==> src/rtl/ibex_rf_write_arbiter.sv <==
// Arbitrates the register file write port between the execute stage and a small
// load/store writeback FIFO, and tracks pending loads to stall dependent reads.
module ibex_rf_write_arbiter #(
  parameter bit          RV32E        = 1'b0,
  parameter int unsigned DataWidth    = 32,
  parameter int unsigned LsuFifoDepth = 2
) (
  input  logic                 clk_i,
  input  logic                 rst_i,
  input  logic                 ex_we_i,
  input  logic [4:0]           ex_waddr_i,
  input  logic [DataWidth-1:0] ex_wdata_i,
  output logic                 ex_ready_o,
  input  logic                 lsu_we_i,
  input  logic [4:0]           lsu_waddr_i,
  input  logic [DataWidth-1:0] lsu_wdata_i,
  output logic                 lsu_ready_o,
  input  logic                 lsu_issue_i,
  input  logic [4:0]           lsu_issue_addr_i,
  input  logic [4:0]           raddr_a_i,
  input  logic [4:0]           raddr_b_i,
  output logic                 reg_stall_o,
  output logic                 rf_we_o,
  output logic [4:0]           rf_waddr_o,
  output logic [DataWidth-1:0] rf_wdata_o
);

  localparam int unsigned NumWords = RV32E ? 16 : 32;
  localparam int unsigned AddrBits = RV32E ? 4 : 5;
  localparam int unsigned PtrW     = $clog2(LsuFifoDepth);
  localparam int unsigned CntW     = PtrW + 1;

  // The reduced register file ignores address bit 4 everywhere.
  function automatic logic [4:0] mask_addr(input logic [4:0] a);
    mask_addr = a;
    if (RV32E) mask_addr[4] = 1'b0;
  endfunction

  logic [4:0] ra, rb, exa, isa, lsa;
  assign ra  = mask_addr(raddr_a_i);
  assign rb  = mask_addr(raddr_b_i);
  assign exa = mask_addr(ex_waddr_i);
  assign isa = mask_addr(lsu_issue_addr_i);
  assign lsa = mask_addr(lsu_waddr_i);

  logic [4:0]           fifo_addr_q [LsuFifoDepth];
  logic [DataWidth-1:0] fifo_data_q [LsuFifoDepth];
  logic [PtrW-1:0]      wr_ptr_q, rd_ptr_q;
  logic [CntW-1:0]      count_q;
  logic [NumWords-1:0]  pending_q, pending_d;

  logic                 full, empty, push, pop, head_grant, ex_grant;
  logic [4:0]           head_addr;
  logic [DataWidth-1:0] head_data;

  assign full      = (count_q == CntW'(LsuFifoDepth));
  assign empty     = (count_q == '0);
  assign head_addr = fifo_addr_q[rd_ptr_q];
  assign head_data = fifo_data_q[rd_ptr_q];

  // A full FIFO takes priority so load writebacks cannot starve.
  assign head_grant = !empty && (full || !ex_we_i);
  assign ex_grant   = ex_we_i && !full;
  assign push       = lsu_we_i && !full;
  assign pop        = head_grant;

  assign ex_ready_o  = !full;
  assign lsu_ready_o = !full;

  // pending_q[0] is held at zero, so address-0 terms never stall.
  assign reg_stall_o = pending_q[ra[AddrBits-1:0]]
                     | pending_q[rb[AddrBits-1:0]]
                     | (ex_we_i & pending_q[exa[AddrBits-1:0]])
                     | (lsu_issue_i & pending_q[isa[AddrBits-1:0]]);

  always_comb begin
    rf_we_o    = 1'b0;
    rf_waddr_o = empty ? 5'd0 : head_addr;
    rf_wdata_o = empty ? '0 : head_data;
    if (head_grant) begin
      rf_we_o = (head_addr != 5'd0);
    end else if (ex_grant) begin
      rf_we_o    = (exa != 5'd0);
      rf_waddr_o = exa;
      rf_wdata_o = ex_wdata_i;
    end
  end

  always_comb begin
    pending_d = pending_q;
    if (head_grant && head_addr != 5'd0) pending_d[head_addr[AddrBits-1:0]] = 1'b0;
    if (lsu_issue_i && !reg_stall_o && isa != 5'd0) pending_d[isa[AddrBits-1:0]] = 1'b1;
    pending_d[0] = 1'b0;
  end

  always_ff @(posedge clk_i) begin
    if (push) begin
      fifo_addr_q[wr_ptr_q] <= lsa;
      fifo_data_q[wr_ptr_q] <= lsu_wdata_i;
    end
  end

  always_ff @(posedge clk_i) begin
    if (rst_i) begin
      wr_ptr_q  <= '0;
      rd_ptr_q  <= '0;
      count_q   <= '0;
      pending_q <= '0;
    end else begin
      if (push) wr_ptr_q <= wr_ptr_q + PtrW'(1);
      if (pop)  rd_ptr_q <= rd_ptr_q + PtrW'(1);
      case ({push, pop})
        2'b10:   count_q <= count_q + CntW'(1);
        2'b01:   count_q <= count_q - CntW'(1);
        default: count_q <= count_q;
      endcase
      pending_q <= pending_d;
    end
  end

endmodule

==> config.mk <==
export PLATFORM = sky130hd
export DESIGN_NAME = ibex_rf_write_arbiter
export DESIGN_NICKNAME = d
export VERILOG_FILES = /design/src/rtl/ibex_rf_write_arbiter.sv
export SDC_FILE = /design/constraint.sdc
export NUM_CORES = 1
export LEC_CHECK = 0
export ABC_CLOCK_PERIOD_IN_PS = 6700
export CORE_MARGIN = 1
export CORE_UTILIZATION = 50
export CTS_CLUSTER_SIZE = 40
export DETAILED_ROUTE_END_ITERATION = 7
export PLACE_DENSITY_LB_ADDON = 0.1
export RECOVER_POWER = 50
export SKIP_CTS_REPAIR_TIMING = 1
export SLEW_MARGIN = 20
export SYNTH_ARGS = -nofsm -noshare
export SYNTH_HDL_FRONTEND = slang
export SYNTH_SLANG_ARGS = --single-unit
==> constraint.sdc <==
create_clock -name clk_i -period 6.7 [get_ports clk_i]
set_input_delay 1.005 -clock clk_i [delete_from_list [all_inputs] [get_ports clk_i]]
set_output_delay 1.005 -clock clk_i [all_outputs]
set_load 0.005 [all_outputs]
* Word-level counts from Yosys, hierarchy flattened
Memory sizes are Yosys's and may differ from the RTL's. A register that Yosys moved wholly into a read port is not among the register bits. Index checks and enable logic that the tools add are counted.
Operators by class: multiplexer cells 29, add/subtract/negate cells 4, equality and inequality tests 3, magnitude comparators 7, bitwise operators 8, reductions and logical operators 18
Operators by type and width (number):
- two-way mux 32 bit | 5
- bitwise AND 32 bit | 1
- inverter 32 bit | 1
- bitwise OR 32 bit | 1
- < comparator 5 x 6 -> 1 bit (second input constant) | 5
- binary-select mux 1 bit (select 5 bit) | 4
- two-way mux 5 bit | 3
- nonzero test 5 bit | 3
- two-way mux 1 bit | 14
- demux 1 bit (select 5 bit) | 2
- greater-or-equal comparator 5 x 1 -> 1 bit (second input constant) | 2
- logical AND 1 bit | 8
- == test 2 bit (second input constant) | 2
- logical NOT 1 bit | 4
- case mux 2 bit (2 select lines) | 1
- bitwise OR 1 bit | 3
- adder 1 bit (second input constant) | 2
- adder 2 x 1 -> 2 bit (second input constant) | 1
- bitwise AND 1 bit | 2
- == test 2 x 1 -> 1 bit (second input constant) | 1
- logical NOT 2 bit | 1
- nonzero test 2 bit | 1
- subtractor 2 x 1 -> 2 bit (second input constant) | 1
- logical OR 1 bit | 1
Storage, ports and cells: register bits 36, word-level logic and storage cells 76, output and inout bits 41, memories 2, RAM bits 74
Memories:
- fifo_data_q | depth 2, width 32, rd ports 1, clocked after memory_dff 1, wr ports 1, RTL line 47 | logic [DataWidth-1:0] fifo_data_q [LsuFifoDepth];
- fifo_addr_q | depth 2, width 5, rd ports 1, clocked after memory_dff 1, wr ports 1, RTL line 46 | logic [4:0] fifo_addr_q [LsuFifoDepth];

* Longest topological paths before layout
depth after elaboration 9, mapped depth 9, depth with buffers taken out 7

* Least setup slack after synthesis
OpenSTA, ideal clock, no wires.
kind input to output, start point input port ex_waddr_i[2], end point output port reg_stall_o, data arrival time 2712 ps, buffers on the path 2, stages on the path 8, slack 2983 ps, cell sequence clkbuf_1 > mux4_2 > nand2_1 > a21boi_0 > o32ai_1 > nand3_1 > buf_2 > a21o_1
Between the ends: cells in the longest elaborated chain, start to end 5
Ends and longest elaborated chain:
- start: declaration | RTL line 11 | input logic [4:0] ex_waddr_i,
- binary-select mux 1 bit (select 5 bit) | RTL line 73 | | (ex_we_i & pending_q[exa[AddrBits-1:0]])
- two-way mux 1 bit (not written as such) | RTL line 73
- bitwise AND 1 bit | RTL line 73
- bitwise OR 1 bit | RTL line 73
- bitwise OR 1 bit | RTL line 74 | | (lsu_issue_i & pending_q[isa[AddrBits-1:0]]);
- end: declaration | RTL line 22 | output logic reg_stall_o,
Every way passes these cells. The select of a mux whose other input is x is not followed.

* Worst setup path in the final report
start point input port lsu_issue_addr_i[1], end point output port reg_stall_o
Between the ends: cells in the longest elaborated chain, start to end 4
Ends and longest elaborated chain:
- start: declaration | RTL line 19 | input logic [4:0] lsu_issue_addr_i,
- binary-select mux 1 bit (select 5 bit) | RTL line 74
- two-way mux 1 bit (not written as such) | RTL line 74
- bitwise AND 1 bit | RTL line 74
- bitwise OR 1 bit | RTL line 74
Every way passes these cells. The select of a mux whose other input is x is not followed.

==> flow_summary.ini <==
[timing]
min_period_over_period_pct = 77.5
slew_viol_final = 27
fmax_ghz = 0.192
finalSetupTns_ps = 0
final.setup.worst_slack_ps = 1500
period_minus_slack_ps = 5200
setup_viol = 0
hold_viol = 0
tightest_slew_ps = 1540
rsz0062_at_grt = no
clock_skew_ps = 10.7
max_slew_margin_pct = -2.74

[routing]
drt_iter0_drc = 419
antenna_left = 0
drcViolationCount = 0
wl_per_cell_um = 20.8
drt_wl_total_mm = 16.6
viasPerCell = 6.22
dr.pass1.iters = 5
vias = 4942

[yosys]
synth_edf_count = 74
avgSynthCellArea_um2 = 11.0
synth_cell_types = 55
yosysSeqAreaShare_pct = 49.8
ys_seq_elements = 110
ys.flop_type = edfxtp_1
yosysWarnings = 0
synthArstFlopShare_pct = 0
syn_inst = 539
syn_nets = 634
syn_area_mm2 = 0.00591

[global_routing]
grt_overflow = 0
grt_pass1_vias = 5050
grt_first_pass_wirelength_mm = 26.8
grt_usage_pct = 28.0
grt_antenna_before_repair = 0
grt_max_degree = 43

[min_path]
hold_path.class = flip-flop to flip-flop

[cells_and_area]
drive_above_1_share_pct = 7.98
layout_common_cells = 96 x clkdlybuf4s50_1, 74 x edfxtp_1, 62 x nand2_1
area.growth.synth_to_final_pct = 28.7
regArea_mm2 = 0.00294
layout_commonest_cell = clkdlybuf4s50_1
fillCellCount = 895
fin_area_mm2 = 0.00761
n_antenna_cell = 0
multiInputGateArea_mm2 = 0.00276
nNetsFinal = 742

[die]
die_area_mm2 = 0.0123
num_rows = 39
die_w_um = 111
io_pins = 135
fp.coreArea_mm2 = 0.0115
fp.dieH_um = 111
start_util_pct = 51.6

[power]
p_leak_nw = 2.55
vdd_drop_max_mv = 0.250
cellPowerDensity_mw_per_mm2 = 295

[setup_path]
path_buf_inv = 4
cp-start-kind = input pin
cpMaxStageDelayCell = clkdlybuf4s50_1
worstPathArrival_ps = 4190
cp-end-kind = output port
critPathMaxStageDelay_ps = 1030
crit_fanout = 32
worst_path_most_repeated_cell = clkdlybuf4s50_1
path_class = input pin to output port
required_ps = 5690
crit_chain = clkdlybuf4s50_1 > mux4_1 > nand3_1 > a21boi_2 > nor4b_4 > buf_4 > inv_1 > a21o_1 > clkdlybuf4s50_1
crit_family = buffers and inverters

[cts]
cts_root_buf = clkbuf_16
cts_tree = built
clock-sinks = 110
clk_latency_ps = 360
numCtsBuffers = 9
clockBufferDepth = 2
htreeDepth = 3
clk_pin_slew_ps = 80

[placed_design]
routabilityCongestion = 0.907
postPlaceCellArea_mm2 = 0.00729
place_ws_ps = 1520
numPortBuffers = 134
dp_hpwl_mm = 11.8

[run_status]
status = complete, but fails checks
violations = max-capacitance violations, max-slew violations

[run]
maxCapViolCount = 1
## routing by layer
layer / GRT usage [%] / routed length, um / vias up
met5: 0 / 0 / -
met1: 35.7 / 6750 / 2412
li1: - / - / 2282
met2: 47.3 / 8340 / 229
met4: 9.42 / 229 / 0
met3: 5.85 / 1240 / 19
## worst register-to-register path, delay by kind of cell (launching register included)
family	cells	cell delay [ps]
DFF	1	480
and+or+nand+nor	3	1250
buffers and inverters	1	1190
## power breakdown
group | switching [mW] | internal (mW)
Sequential | 0.0567 | 0.833
Clock | 0.254 | 0.332
Combinational | 0.406 | 0.364
## cells by family after synthesis
group	after synthesis	synth area share, %
AOI/OAI and AO/OA	118	12.2
xor gates and xnor gates	4	0.592
adders and majority gates	1	0.212
buffers and inverters	51	4.02
DFF	110	49.8
muxes	83	18.7
and+or+nand+nor	172	14.5
## worst paths after layout
path                                start                     endpoint  slack [ps]  cells after the start
hold reg to reg     rd_ptr_q$_SDFFE_PP0P_                    flip-flop         550                      2
setup reg to reg  count_q[0]$_SDFFE_PP0P_  fifo_data_q[0][0]$_DFFE_PP_        3370                      4
setup / recovery      lsu_issue_addr_i[1]                  reg_stall_o        1500                      9
hold / removal      rd_ptr_q$_SDFFE_PP0P_                    flip-flop         550                      2
## through the flow
stage	power, mW	instances	util [%]	hold WS, ps
2_1_floorplan	1.30	539	-	462
4_1_cts	2.27	794	66.4	547
3_5_place_dp	1.68	778	63.6	533
5_1_grt	2.35	795	66.4	566
6_report	2.25	795	66.4	548
3_3_place_gp	1.65	778	63.6	496
## cell type report
cell class	count	share of cell area, %
Sequential cell	110	38.7
Multi-Input combinational cell	378	36.2
Timing Repair Buffer	138	18.0
Clock buffer	9	2.96
Tap cell	143	2.35
Clock inverter	7	1.35
Inverter	10	0.493
## registers in the layout, indices dropped and copies added (netlist names), named ones only
signal and cells:
rd_ptr_q 1, wr_ptr_q 1, fifo_data_q 64, count_q 2
pending_q 31, fifo_addr_q 10
## Yosys cell counts (2+ instances only)
library cell | n | area, um2
nand2b_1 | 8 | 50.1
buf_1 | 7 | 26.3
nor2b_1 | 7 | 43.8
edfxtp_1 | 74 | 2220
nand3b_1 | 4 | 30.0
nand4b_1 | 2 | 17.5
or3_1 | 2 | 12.5
a311oi_1 | 2 | 17.5
xnor2_1 | 2 | 17.5
nor2_1 | 13 | 48.8
mux4_2 | 20 | 450
nor3b_1 | 2 | 15.0
o221ai_1 | 2 | 17.5
nor3_1 | 9 | 45.0
nand2_1 | 62 | 233
o21ai_0 | 40 | 200
inv_1 | 9 | 33.8
o211ai_1 | 20 | 150
o311ai_0 | 2 | 17.5
dfxtp_1 | 36 | 721
buf_2 | 10 | 50.1
buf_6 | 4 | 45.0
mux2_2 | 7 | 78.8
nor4_1 | 3 | 18.8
nand4_1 | 8 | 50.1
a221oi_1 | 2 | 17.5
and3_1 | 4 | 25.0
mux2i_1 | 55 | 551
xor2_1 | 2 | 17.5
clkbuf_1 | 19 | 71.3
a21oi_1 | 4 | 20.0
o21ai_1 | 31 | 155
nand3_1 | 44 | 220
o32ai_1 | 2 | 17.5
No activity file was read; power rests on OpenSTA's default activity.
